[config.mk]
export PLATFORM = sky130hd
export DESIGN_NAME = mux_stream_n
export DESIGN_NICKNAME = d
export VERILOG_FILES = /design/src/rtl/mux_stream_pkg.sv /design/src/rtl/rr_arbiter_n.sv /design/src/rtl/mux_stream_n.sv
export SDC_FILE = /design/constraint.sdc
export NUM_CORES = 1
export LEC_CHECK = 0
export ABC_AREA = 1
export CAP_MARGIN = 10
export CORE_MARGIN = 1.5
export CORE_UTILIZATION = 55
export DETAILED_ROUTE_END_ITERATION = 10
export DONT_BUFFER_PORTS = 1
export GPL_ROUTABILITY_DRIVEN = 1
export PLACE_DENSITY = 0.7
export SETUP_SLACK_MARGIN = 0.15
export SYNTH_ARGS = -nofsm -noshare
export SYNTH_HDL_FRONTEND = slang
export SYNTH_SLANG_ARGS = --single-unit
[constraint.sdc]
create_clock -name clk -period 3.1 [get_ports clk]
set_input_delay 0.31 -clock clk [delete_from_list [all_inputs] [get_ports clk]]
set_output_delay 0.31 -clock clk [all_outputs]
set_load 0.02 [all_outputs]
[src/rtl/mux_stream_pkg.sv]
// Shared constants and helpers for the N-channel stream multiplexer.
package mux_stream_pkg;

    localparam logic MODE_FIXED = 1'b0;
    localparam logic MODE_RR    = 1'b1;

    // Ceiling log2, never below 1 so a 2-channel mux still has a 1-bit index.
    function automatic int clog2(input int n);
        int r;
        r = 0;
        for (int i = 0; i < 31; i++) begin
            if ((1 << i) < n) r = i + 1;
        end
        if (r < 1) r = 1;
        return r;
    endfunction

endpackage

[src/rtl/rr_arbiter_n.sv]
// Round-robin arbiter: first requester at or after ptr wins, ptr moves past
// the winner only when the caller reports that the grant was consumed.
module rr_arbiter_n
    import mux_stream_pkg::*;
#(
    parameter  int NUM_CH = 4,
    localparam int SEL_W  = clog2(NUM_CH)
) (
    input  logic              clk,
    input  logic              rst,
    input  logic [NUM_CH-1:0] req,
    input  logic              advance,
    output logic [SEL_W-1:0]  grant_idx,
    output logic              grant_vld
);

    logic [SEL_W-1:0] ptr;

    // Search ptr, ptr+1, ... with wrap; one extra bit keeps the sum exact.
    always_comb begin : search_p
        logic [SEL_W:0]   sum;
        logic [SEL_W-1:0] idx;
        grant_idx = '0;
        grant_vld = 1'b0;
        sum       = '0;
        idx       = '0;
        for (int i = 0; i < NUM_CH; i++) begin
            sum = {1'b0, ptr} + (SEL_W+1)'(i);
            if (sum >= (SEL_W+1)'(NUM_CH)) sum = sum - (SEL_W+1)'(NUM_CH);
            idx = sum[SEL_W-1:0];
            if (!grant_vld && req[idx]) begin
                grant_vld = 1'b1;
                grant_idx = idx;
            end
        end
    end

    // Pointer advances past the consumed grant, wrapping at NUM_CH-1.
    always_ff @(posedge clk) begin
        if (rst) begin
            ptr <= '0;
        end else if (advance && grant_vld) begin
            if (grant_idx == SEL_W'(NUM_CH - 1)) ptr <= '0;
            else                                 ptr <= grant_idx + 1'b1;
        end
    end

endmodule

[src/rtl/mux_stream_n.sv]
// N-channel valid/ready stream mux with fixed-select or round-robin grant
// feeding a single registered output stage (1 beat/cycle, no skid buffer).
module mux_stream_n
    import mux_stream_pkg::*;
#(
    parameter  int NUM_CH = 4,
    parameter  int DATA_W = 8,
    localparam int SEL_W  = clog2(NUM_CH)
) (
    input  logic                     clk,
    input  logic                     rst,
    input  logic                     mode,
    input  logic [SEL_W-1:0]         sel,
    input  logic [NUM_CH-1:0]        in_valid,
    input  logic [NUM_CH*DATA_W-1:0] in_data,
    output logic [NUM_CH-1:0]        in_ready,
    output logic                     out_valid,
    output logic [DATA_W-1:0]        out_data,
    output logic [SEL_W-1:0]         out_ch,
    input  logic                     out_ready
);

    typedef enum logic {EMPTY = 1'b0, FULL = 1'b1} state_t;

    state_t             state_q, state_d;
    logic [SEL_W-1:0]   arb_idx, grant_idx;
    logic               arb_vld, grant_vld;
    logic               load_en, in_xfer, advance;
    logic [DATA_W-1:0]  din;

    rr_arbiter_n #(.NUM_CH(NUM_CH)) u_arb (
        .clk       (clk),
        .rst       (rst),
        .req       (in_valid),
        .advance   (advance),
        .grant_idx (arb_idx),
        .grant_vld (arb_vld)
    );

    // Mode mux: sel wins in fixed mode; out-of-range sel grants nobody.
    always_comb begin
        grant_idx = arb_idx;
        grant_vld = arb_vld;
        if (mode == MODE_FIXED) begin
            grant_idx = sel;
            grant_vld = (int'(sel) < NUM_CH);
        end
    end

    // Output slot can take a beat when empty or draining this cycle.
    assign load_en = (state_q == EMPTY) | out_ready;

    for (genvar k = 0; k < NUM_CH; k++) begin : g_rdy
        assign in_ready[k] = ~rst & load_en & grant_vld & (grant_idx == SEL_W'(k));
    end

    assign in_xfer = |(in_valid & in_ready);
    assign advance = in_xfer & (mode == MODE_RR);

    // Only the granted channel's data is routed toward the register.
    always_comb begin
        din = '0;
        for (int k = 0; k < NUM_CH; k++) begin
            if (grant_vld && grant_idx == SEL_W'(k)) din = in_data[k*DATA_W +: DATA_W];
        end
    end

    // Output FSM next state: fill on input transfer, empty on drain without refill.
    always_comb begin
        state_d = state_q;
        case (state_q)
            EMPTY:   if (in_xfer) state_d = FULL;
            FULL:    if (out_ready && !in_xfer) state_d = EMPTY;
            default: state_d = EMPTY;
        endcase
    end

    // Output FSM state register.
    always_ff @(posedge clk) begin
        if (rst) state_q <= EMPTY;
        else     state_q <= state_d;
    end

    // Beat/channel register, held stable unless a new beat is accepted.
    always_ff @(posedge clk) begin
        if (rst) begin
            out_data <= '0;
            out_ch   <= '0;
        end else if (in_xfer) begin
            out_data <= din;
            out_ch   <= grant_idx;
        end
    end

    assign out_valid = (state_q == FULL);

endmodule

# After elaboration in Yosys (flattened, before gate mapping)
# Index checks and enable logic that the tools add are counted.
# op_classes
addsub	8
magnitude_cmp	8
eq_ne	4
mux	30
bitwise_logic	11
reduce_logical	15
# ops
op	count
2-to-1 mux 8 bit	4
2-to-1 mux 2 bit	10
less-than comparator 2 x 3 -> 1 bit (second input constant)	4
2-to-1 mux 1 bit	11
greater-or-equal comparator 3 bit (second input constant)	3
logical AND 1 bit	9
binary-select mux 1 bit (select 2 bit)	4
subtractor 2 x 1 -> 2 bit (second input constant)	4
AND 1 bit	7
adder 2 x 2 -> 3 bit (second input constant)	2
equality test 2 bit (second input constant)	3
AND 4 bit	1
zero test 1 bit	4
OR reduction 4 bit	1
adder 2 x 1 -> 3 bit (second input constant)	1
greater-or-equal comparator 2 x 3 -> 1 bit (second input constant)	1
adder 2 x 1 -> 2 bit (second input constant)	1
equality test 2 x 1 -> 1 bit (second input constant)	1
zero test 2 bit	1
NOT 1 bit	2
case mux 1 bit (2 select lines)	1
OR 1 bit	1
# word_totals
reg_bits	13
out_inout_bits	15

# Longest topological paths before layout
# Gate-level depths: netlist of the first run.
# depth
ltp_word	23
mapped_depth	17
mapped_depth_nobuf	17

# By module
# From an unflattened synthesis of the first run, not the netlist that was laid out.
# unflattened
hier_cells	224
area_unflattened_um2	1231.2
# modules_own_cells
mod	instances	cells_per_inst	area_each_um2	seq_area_each_um2
mux_stream_n	1	149	862.1	220.2
rr_arbiter_n	1	75	369.1	40.0

# Worst setup path after synthesis of the first run
# Ideal clock, no wire load.
# synth_timing
path_type	register to output
from	register u_arb.ptr[0]
to	output in_ready[1]
t_arrival_ps	1699
required_time_ps	2790
path_slack_ps	1091
path_stages_with_launch	12
path_cell_list	dfxtp_1 -> buf_4 -> nand2_1 -> nand2_2 -> nand2_1 -> nand2_2 -> nor2_4 -> nand3_2 -> nand2_2 -> nor2_4 -> nor2_8 -> nor3_1
# synth_via
elab_chain_len	17
word_cells_on_any_way	42
# synth_rtl
element	line_no	source
from (decl)	rr_arbiter_n.sv:17	logic [SEL_W-1:0] ptr;
from (signal assigned)	rr_arbiter_n.sv:44	else ptr <= grant_idx + 1'b1;
branches (longest 16 deep; another with adder 2 x 1 -> 3 bit)	--	
AND 1 bit *	mux_stream_n.sv:54	assign in_ready[k] = ~rst & load_en & grant_vld & (grant_idx == SEL_W'(k));
to (decl)	mux_stream_n.sv:16	output logic [NUM_CH-1:0] in_ready,
# Mark *: on every way between the ends. The select of a mux whose other input is x is not followed.

# Worst setup path in the final report of the first run
# Same ends and word-level chain as after synthesis.

==> results of run 1 <==
==> final cells by class <==
class	count	share of cell area (%)
multi-input cells	163	67.6
flip-flops and latches	13	22.4
well taps	27	2.91
clock buffers	4	2.26
inverters	15	4.84
==> kinds of logic after synthesis <==
group,share of synthesized area [%]
AND/OR/NAND/NOR,60.0
buffers and inverters,8.53
XOR/XNOR,0.766
AO/OA/AOI/OAI,7.99
flip-flops,22.8
==> metrics by stage <==
stage	total power [mW]	cells	utilization [%]	setup slack [ns]
3_3_place_gp	0.601	218	57.9	0.700
5_1_grt	0.771	222	59.2	0.219
6_report	0.707	222	59.2	0.437
4_1_cts	0.714	222	59.2	0.449
2_1_floorplan	0.560	197	-	1.09
3_5_place_dp	0.609	218	57.9	0.635
==> synthesized netlist by cell type <==
library cell	number	area share, %
a21oi_1	4	1.8
and3_1	1	0.55
buf_4	3	2.0
buf_6	1	0.98
clkbuf_1	2	0.66
dfxtp_1	13	23
inv_1	10	3.3
inv_2	5	1.6
nand2_1	76	25
nand2_2	8	4.4
nand3_1	10	4.4
nand3_2	1	0.88
nand4_1	12	6.6
nand4_2	2	2.2
nor2_1	24	7.9
nor2_2	4	2.2
nor2_4	2	2.0
nor2_8	1	1.8
nor3_1	4	1.8
o21ai_0	8	3.5
o21ai_1	3	1.3
o21ai_4	1	1.4
or2_2	1	0.55
xor2_1	1	0.77
==> power groups by stage <==
stage	Combinational [mW]	Sequential, mW	Clock (mW)
after detailed placement	0.347	0.262	0
final	0.348	0.258	0.101
after global placement	0.340	0.261	0
after CTS	0.349	0.258	0.107
after global routing	0.396	0.262	0.113
after floorplan	0.309	0.252	0
==> worst max path at each step <==
stage	from	cells past startpoint	slack, ns	end
after global routing	u_arb.ptr[0]	12	0.22	in_ready[1]
after detailed placement	u_arb.ptr[0]	13	0.64	out_data[1]
final	u_arb.ptr[0]	10	0.44	in_ready[1]
after CTS	u_arb.ptr[0]	10	0.45	in_ready[1]
after global placement	u_arb.ptr[0]	13	0.70	out_data[1]
after floorplan	u_arb.ptr[0]	11	1.09	in_ready[1]
==> worst register-to-register path, stage by stage, from the launching register on <==
cell and delay (ns):
dfxtp_1 0.53, inv_2 0.15, nand2_1 0.08, nand2_1 0.10
nand2_1 0.10, nand2_2 0.09, nor2_4 0.11, nand3_1 0.11
nand4_1 0.10, nand2_1 0.17, nand4_1 0.15, nand4_1 0.36
o21ai_0 0.31, nor2_1 0.06
==> sequential cells by signal (all words and copies together), names as in the netlist <==
signal	flops
out_data	8
out_ch	2
u_arb.ptr	2
out_valid	1
==> routing by layer <==
layer,part of all wire [%],routed length [um],vias to the layer above
met3,6.8,192,8
met4,2.0,57,0
li1,-,-,631
met2,51,1440,37
met1,40,1110,545
met5,0,0,-
==> reports/results.tsv, run 1 <==
stage	metric	value	unit
run_status	status	finished, final reports clean	
min_path	hold_class	input pin to flop	
cts	numCtsBuffers	3	
synth	yosysWarnings	0	
cts	cts_tree	done	
min_path	worstHoldStart	rst	
cts	clk_pin_slew	0.07	ns
detailed_routing	vias_per_cell	5.50	
min_path	hold_path_depth	1	
power_and_ir_drop	p_comb_share	49.2	%
finish	diodes	0	
global_route	grt.overflow.total	0	
worst_setup_path	cp_top_family	simple AND/OR/NAND/NOR gates	
cts	cts_max_path_buffers	2	
synth	syn_avg_cell_area	5.81	um^2
die	die_area	2360	um^2
global_route	track_usage	24.9	%
worst_setup_path	rr_startpoint	u_arb.ptr[0]	
finish	nFillCells	222	
worst_setup_path	cp.required	2.79	ns
global_route	met2_usage	44.7	%
synth	synth-seq-area-share	22.8	%
worst_setup_path	worstPathCellList	inv_2 -> nand2_1 -> nand3_1 -> nand2_2 -> inv_2 -> nand3_1 -> nand2_2 -> nor2_4 -> nor2_8 -> nor3_1	
global_route	antenna_found_initial	0	
synth	synth_cell_types	24	
detailed_routing	ant_nets	0	
power_and_ir_drop	clkPwrFrac	14.3	%
global_route	grt_pass1_wl	4.67	mm
worst_setup_path	worstSetupStartpointType	flop	
detailed_routing	drt_iter0_markers	25	
power_and_ir_drop	p_sw_share	49.6	%
cts	cts-resized-gates	0	
die	ios	57	
worst_setup_path	rrSetupSlack	0.57	ns
synth	syn_inst	197	
timing	min_period	2.66	ns
worst_setup_path	path_buf_inv	2	
timing	setup_viol	0	
timing	hold_ws	0.100	ns
die	core-area	1960	um^2
finish	stdcell_area	1160	um^2
finish	nNetsFinal	238	
finish	seq_area	260	um^2
die	die-height	48.6	um
finish	drive_gt1_share	14.4	%
worst_setup_path	critical_path_arrival	2.35	ns
global_route	met1_usage	28.0	%
cts	ctsRootBufferMaster	clkbuf_4	
global_route	grt_max_degree	12	
timing	clock.fmax	376	MHz
die	row_count	16	
timing	tightest_slew	0.668	ns
run	drv_cap	0	
placed_design	portBuffers	0	
worst_setup_path	cp_max_fo	11	
cts	clock_latency	0.27	ns
timing	post-route-period-util	85.9	%
power_and_ir_drop	p_int	0.356	mW
synth	syn_area	1140	um^2
finish	multi_input_area	786	um^2
worst_setup_path	criticalPathCategory	flop to output pin	
power_and_ir_drop	leakagePower	0.576	nW
detailed_routing	wl	2.80	mm
timing	finalHoldViolations	0	
die	die_w	48.6	um
detailed_routing	wl_per_cell	12.6	um
cts	cts_setup_buffers	0	
synth	synth_seq_cells	13	
cts	cts_max_level	1	
global_route	grt_pass1_vias	1154	
finish	final_cell_mix	nand2_1 (76), nor2_1 (24), dfxtp_1 (13), nand4_1 (12)	
power_and_ir_drop	seqPwrFrac	36.5	%
synth	syn_nets	239	
cts	clkSinkCount	13	
global_route	busiest_layer	met2	
power_and_ir_drop	power.switching	0.351	mW
placed_design	dpl_cell_area	1140	um^2
worst_setup_path	r2r_end	out_data[1]	
timing	clock_skew	0.00139	ns
detailed_routing	vias	1221	
worst_setup_path	endpoint_kind	output pin	
die	start_util	58.3	%
timing	setup_tns	0	ns
power_and_ir_drop	powerDensity	609	nW/um^2
min_path	min_to	out_valid	
placed_design	gp_congestion	0.845	
worst_setup_path	worst-r2r-cell-count	13	
detailed_routing	firstDrtPassIters	4	
detailed_routing	drc	0	
timing	final_max_slew_viol_count	0	
timing	grt_setup_unrepaired	false	
placed_design	dp_hpwl	2.22	mm
power_and_ir_drop	ir_drop	0.395	mV
timing	slew_headroom	55.1	%
worst_setup_path	cp_slowest_cell	nor3_1	
global_route	use_met3	4.63	%
finish	syn2layout_area_growth	1.64	%
cts	ctsHoldBuffers	0	
worst_setup_path	slowest_delay	0.56	ns
finish	layout_commonest_cell	nand2_1	
(Power assumes the default switching activity.)
==> run 2, diff against run 1 <==
- CTS_BUF_LIST: default -> sky130_fd_sc_hd__clkbuf_16
==> run 2 against run 1 <==
  * Setup slack better by 0.029 ns
  * Non-clock buffer count stayed put
  * Utilization is 2.7 points higher
  * Register-to-register slack worse by 0.02 ns
  * Clock skew is 0.0020 ns higher
  * Via count is 1.6% higher
  * First-iteration DRC count is 12% lower
  * Flip-flop and latch count stayed put
  * Hold slack better by 0.033 ns
  * Largest cell class unchanged
==> reports/results.tsv, run 2 (synthesis gave the netlist of run 1 again) <==
stage	metric	value	unit	change
worst_setup_path	cp_max_fo	11		unchanged
finish	largestRegisters	out_data x8, out_ch x2, u_arb.ptr x2		
global_route	grt_max_degree	12		unchanged
worst_setup_path	worstPathCellList	inv_2 -> nand2_1 -> nand2_1 -> nand2_1 -> nand2_2 -> nor2_4 -> nand3_1 -> nand4_1 -> nand2_1 -> nor3_1		
cts	cts-resized-gates	0		unchanged
detailed_routing	drc	0		unchanged
worst_setup_path	criticalPathCategory	flop to output pin		
timing	setup_viol	0		unchanged
die	die-height	48.6	um	unchanged
die	die_area	2360	um^2	unchanged
global_route	antenna_found_initial	0		unchanged
detailed_routing	wl	2.85	mm	+1.7%
worst_setup_path	slowest_delay	0.54	ns	-0.02 ns
global_route	track_usage	25.1	%	+0.20 points
timing	clock_skew	0.00334	ns	+0.00196 ns
finish	largest_reg_flops	8		unchanged
global_route	grt_pass1_wl	4.70	mm	+0.58%
die	start_util	58.3	%	unchanged
timing	tightest_slew	0.666	ns	-0.00188 ns
detailed_routing	wl_per_cell	12.8	um	+1.7%
power_and_ir_drop	ir_drop	0.460	mV	+16%
finish	syn2layout_area_growth	6.24	%	
die	row_count	16		unchanged
global_route	grt_pass1_vias	1136		-1.6%
timing	setup_tns	0	ns	unchanged
global_route	grt.overflow.total	0		unchanged
cts	ctsRootBufferMaster	clkbuf_16		
detailed_routing	vias_per_cell	5.59		+1.6%
worst_setup_path	worstSetupStartpointType	flop		
finish	drive_gt1_share	14.4	%	unchanged
finish	layout_commonest_cell	nand2_1		
worst_setup_path	cp.required	2.79	ns	about the same
detailed_routing	vias	1241		+1.6%
worst_setup_path	endpoint_kind	output pin		
worst_setup_path	cp_slowest_cell	nor3_1		
timing	min_period	2.63	ns	-0.0294 ns
die	ios	57		unchanged
cts	clock_latency	0.24	ns	-0.03 ns
placed_design	portBuffers	0		unchanged
run	drv_cap	0		unchanged
die	core-area	1960	um^2	unchanged
worst_setup_path	cpMostUsedCell	nand2_1		
cts	numCtsBuffers	3		unchanged
min_path	hold_class	input pin to flop		
run_status	status	finished, final reports clean		
timing	post-route-period-util	85.0	%	-0.95 points
finish	final_cell_mix	nand2_1 (76), nor2_1 (24), dfxtp_1 (13), nand4_1 (12), inv_1 (11)		
finish	nNetsFinal	238		unchanged
timing	final_max_slew_viol_count	0		unchanged
timing	slew_headroom	55.2	%	+0.13 points
cts	clkSinkCount	13		unchanged
detailed_routing	drt_iter0_markers	22		-12%
cts	clk_pin_slew	0.04	ns	-0.03 ns
timing	clock.fmax	380	MHz	+1.1%
detailed_routing	ant_nets	0		unchanged
power_and_ir_drop	p_total	0.847	mW	+20%
power_and_ir_drop	leakagePower	0.603	nW	+4.7%
timing	finalHoldViolations	0		unchanged
cts	ctsHoldBuffers	0		unchanged
finish	diodes	0		unchanged
cts	cts_max_level	1		unchanged
power_and_ir_drop	powerDensity	697	nW/um^2	+15%
worst_setup_path	critical_path_arrival	2.32	ns	-0.03 ns
cts	cts_tree	done		
placed_design	gp_congestion	0.845		unchanged
cts	cts_setup_buffers	0		unchanged
cts	cts_max_path_buffers	2		unchanged
placed_design	dp_hpwl	2.22	mm	unchanged
timing	grt_setup_unrepaired	false		
detailed_routing	firstDrtPassIters	4		unchanged
die	die_w	48.6	um	unchanged
finish	largest_register	out_data		
[run 2: worst paths after layout]
| path | start | end | slack, ns | cells after the start |
|---|---|---|---|---|
| max | u_arb.ptr[0] | in_ready[2] | 0.47 | 10 |
| min | rst | out_valid | 0.13 | 1 |
| max reg2reg | u_arb.ptr[0] | out_data[5] | 0.55 | 13 |
| min reg2reg | out_valid | out_valid | 0.58 | 2 |
[run 2: per-layer routing]
metal	up-vias	GRT usage, %	wire length [um]
li1	629	-	-
met1	547	28.6	1100
met2	52	43.8	1430
met3	13	5.86	230
met4	0	11.9	85
met5	-	0	0
[run 2: power by group]
part           internal, mW  total, mW  switching (mW)
clock                 0.170      0.239          0.0692
combinational         0.108      0.349           0.241
sequential            0.200      0.259          0.0595
[run 2: metrics by stage]
| stage | setup slack (ns) | hold slack [ns] | instances | area, um^2 | util (%) |
|---|---|---|---|---|---|
| final | 0.466 | 0.133 | 222 | 1210 | 61.9 |
| after global routing | 0.270 | 0.138 | 222 | 1210 | 61.9 |
| after CTS | 0.499 | 0.135 | 222 | 1210 | 61.9 |
| after detailed placement | 0.635 | 0.385 | 218 | 1140 | 57.9 |
| after global placement | 0.700 | 0.382 | 218 | 1140 | 57.9 |
| after floorplan | 1.09 | 0.379 | 197 | 1140 | - |
[run 2: critical path, delay by kind of cell, from the launching register on]
| kind | cells | cell delay, ns |
|---|---|---|
| and+or+nand+nor | 9 | 1.41 |
| DFF | 1 | 0.52 |
| buffers and inverters | 1 | 0.15 |
[run 2: cell type report]
cell class / instances / area, um^2
Clock inverter: 1 / 3.75
Fill cell: 211 / 747
Sequential cell: 13 / 260
Inverter: 15 / 56.3
Tap cell: 27 / 33.8
Clock buffer: 3 / 75.1
Multi-Input combinational cell: 163 / 786
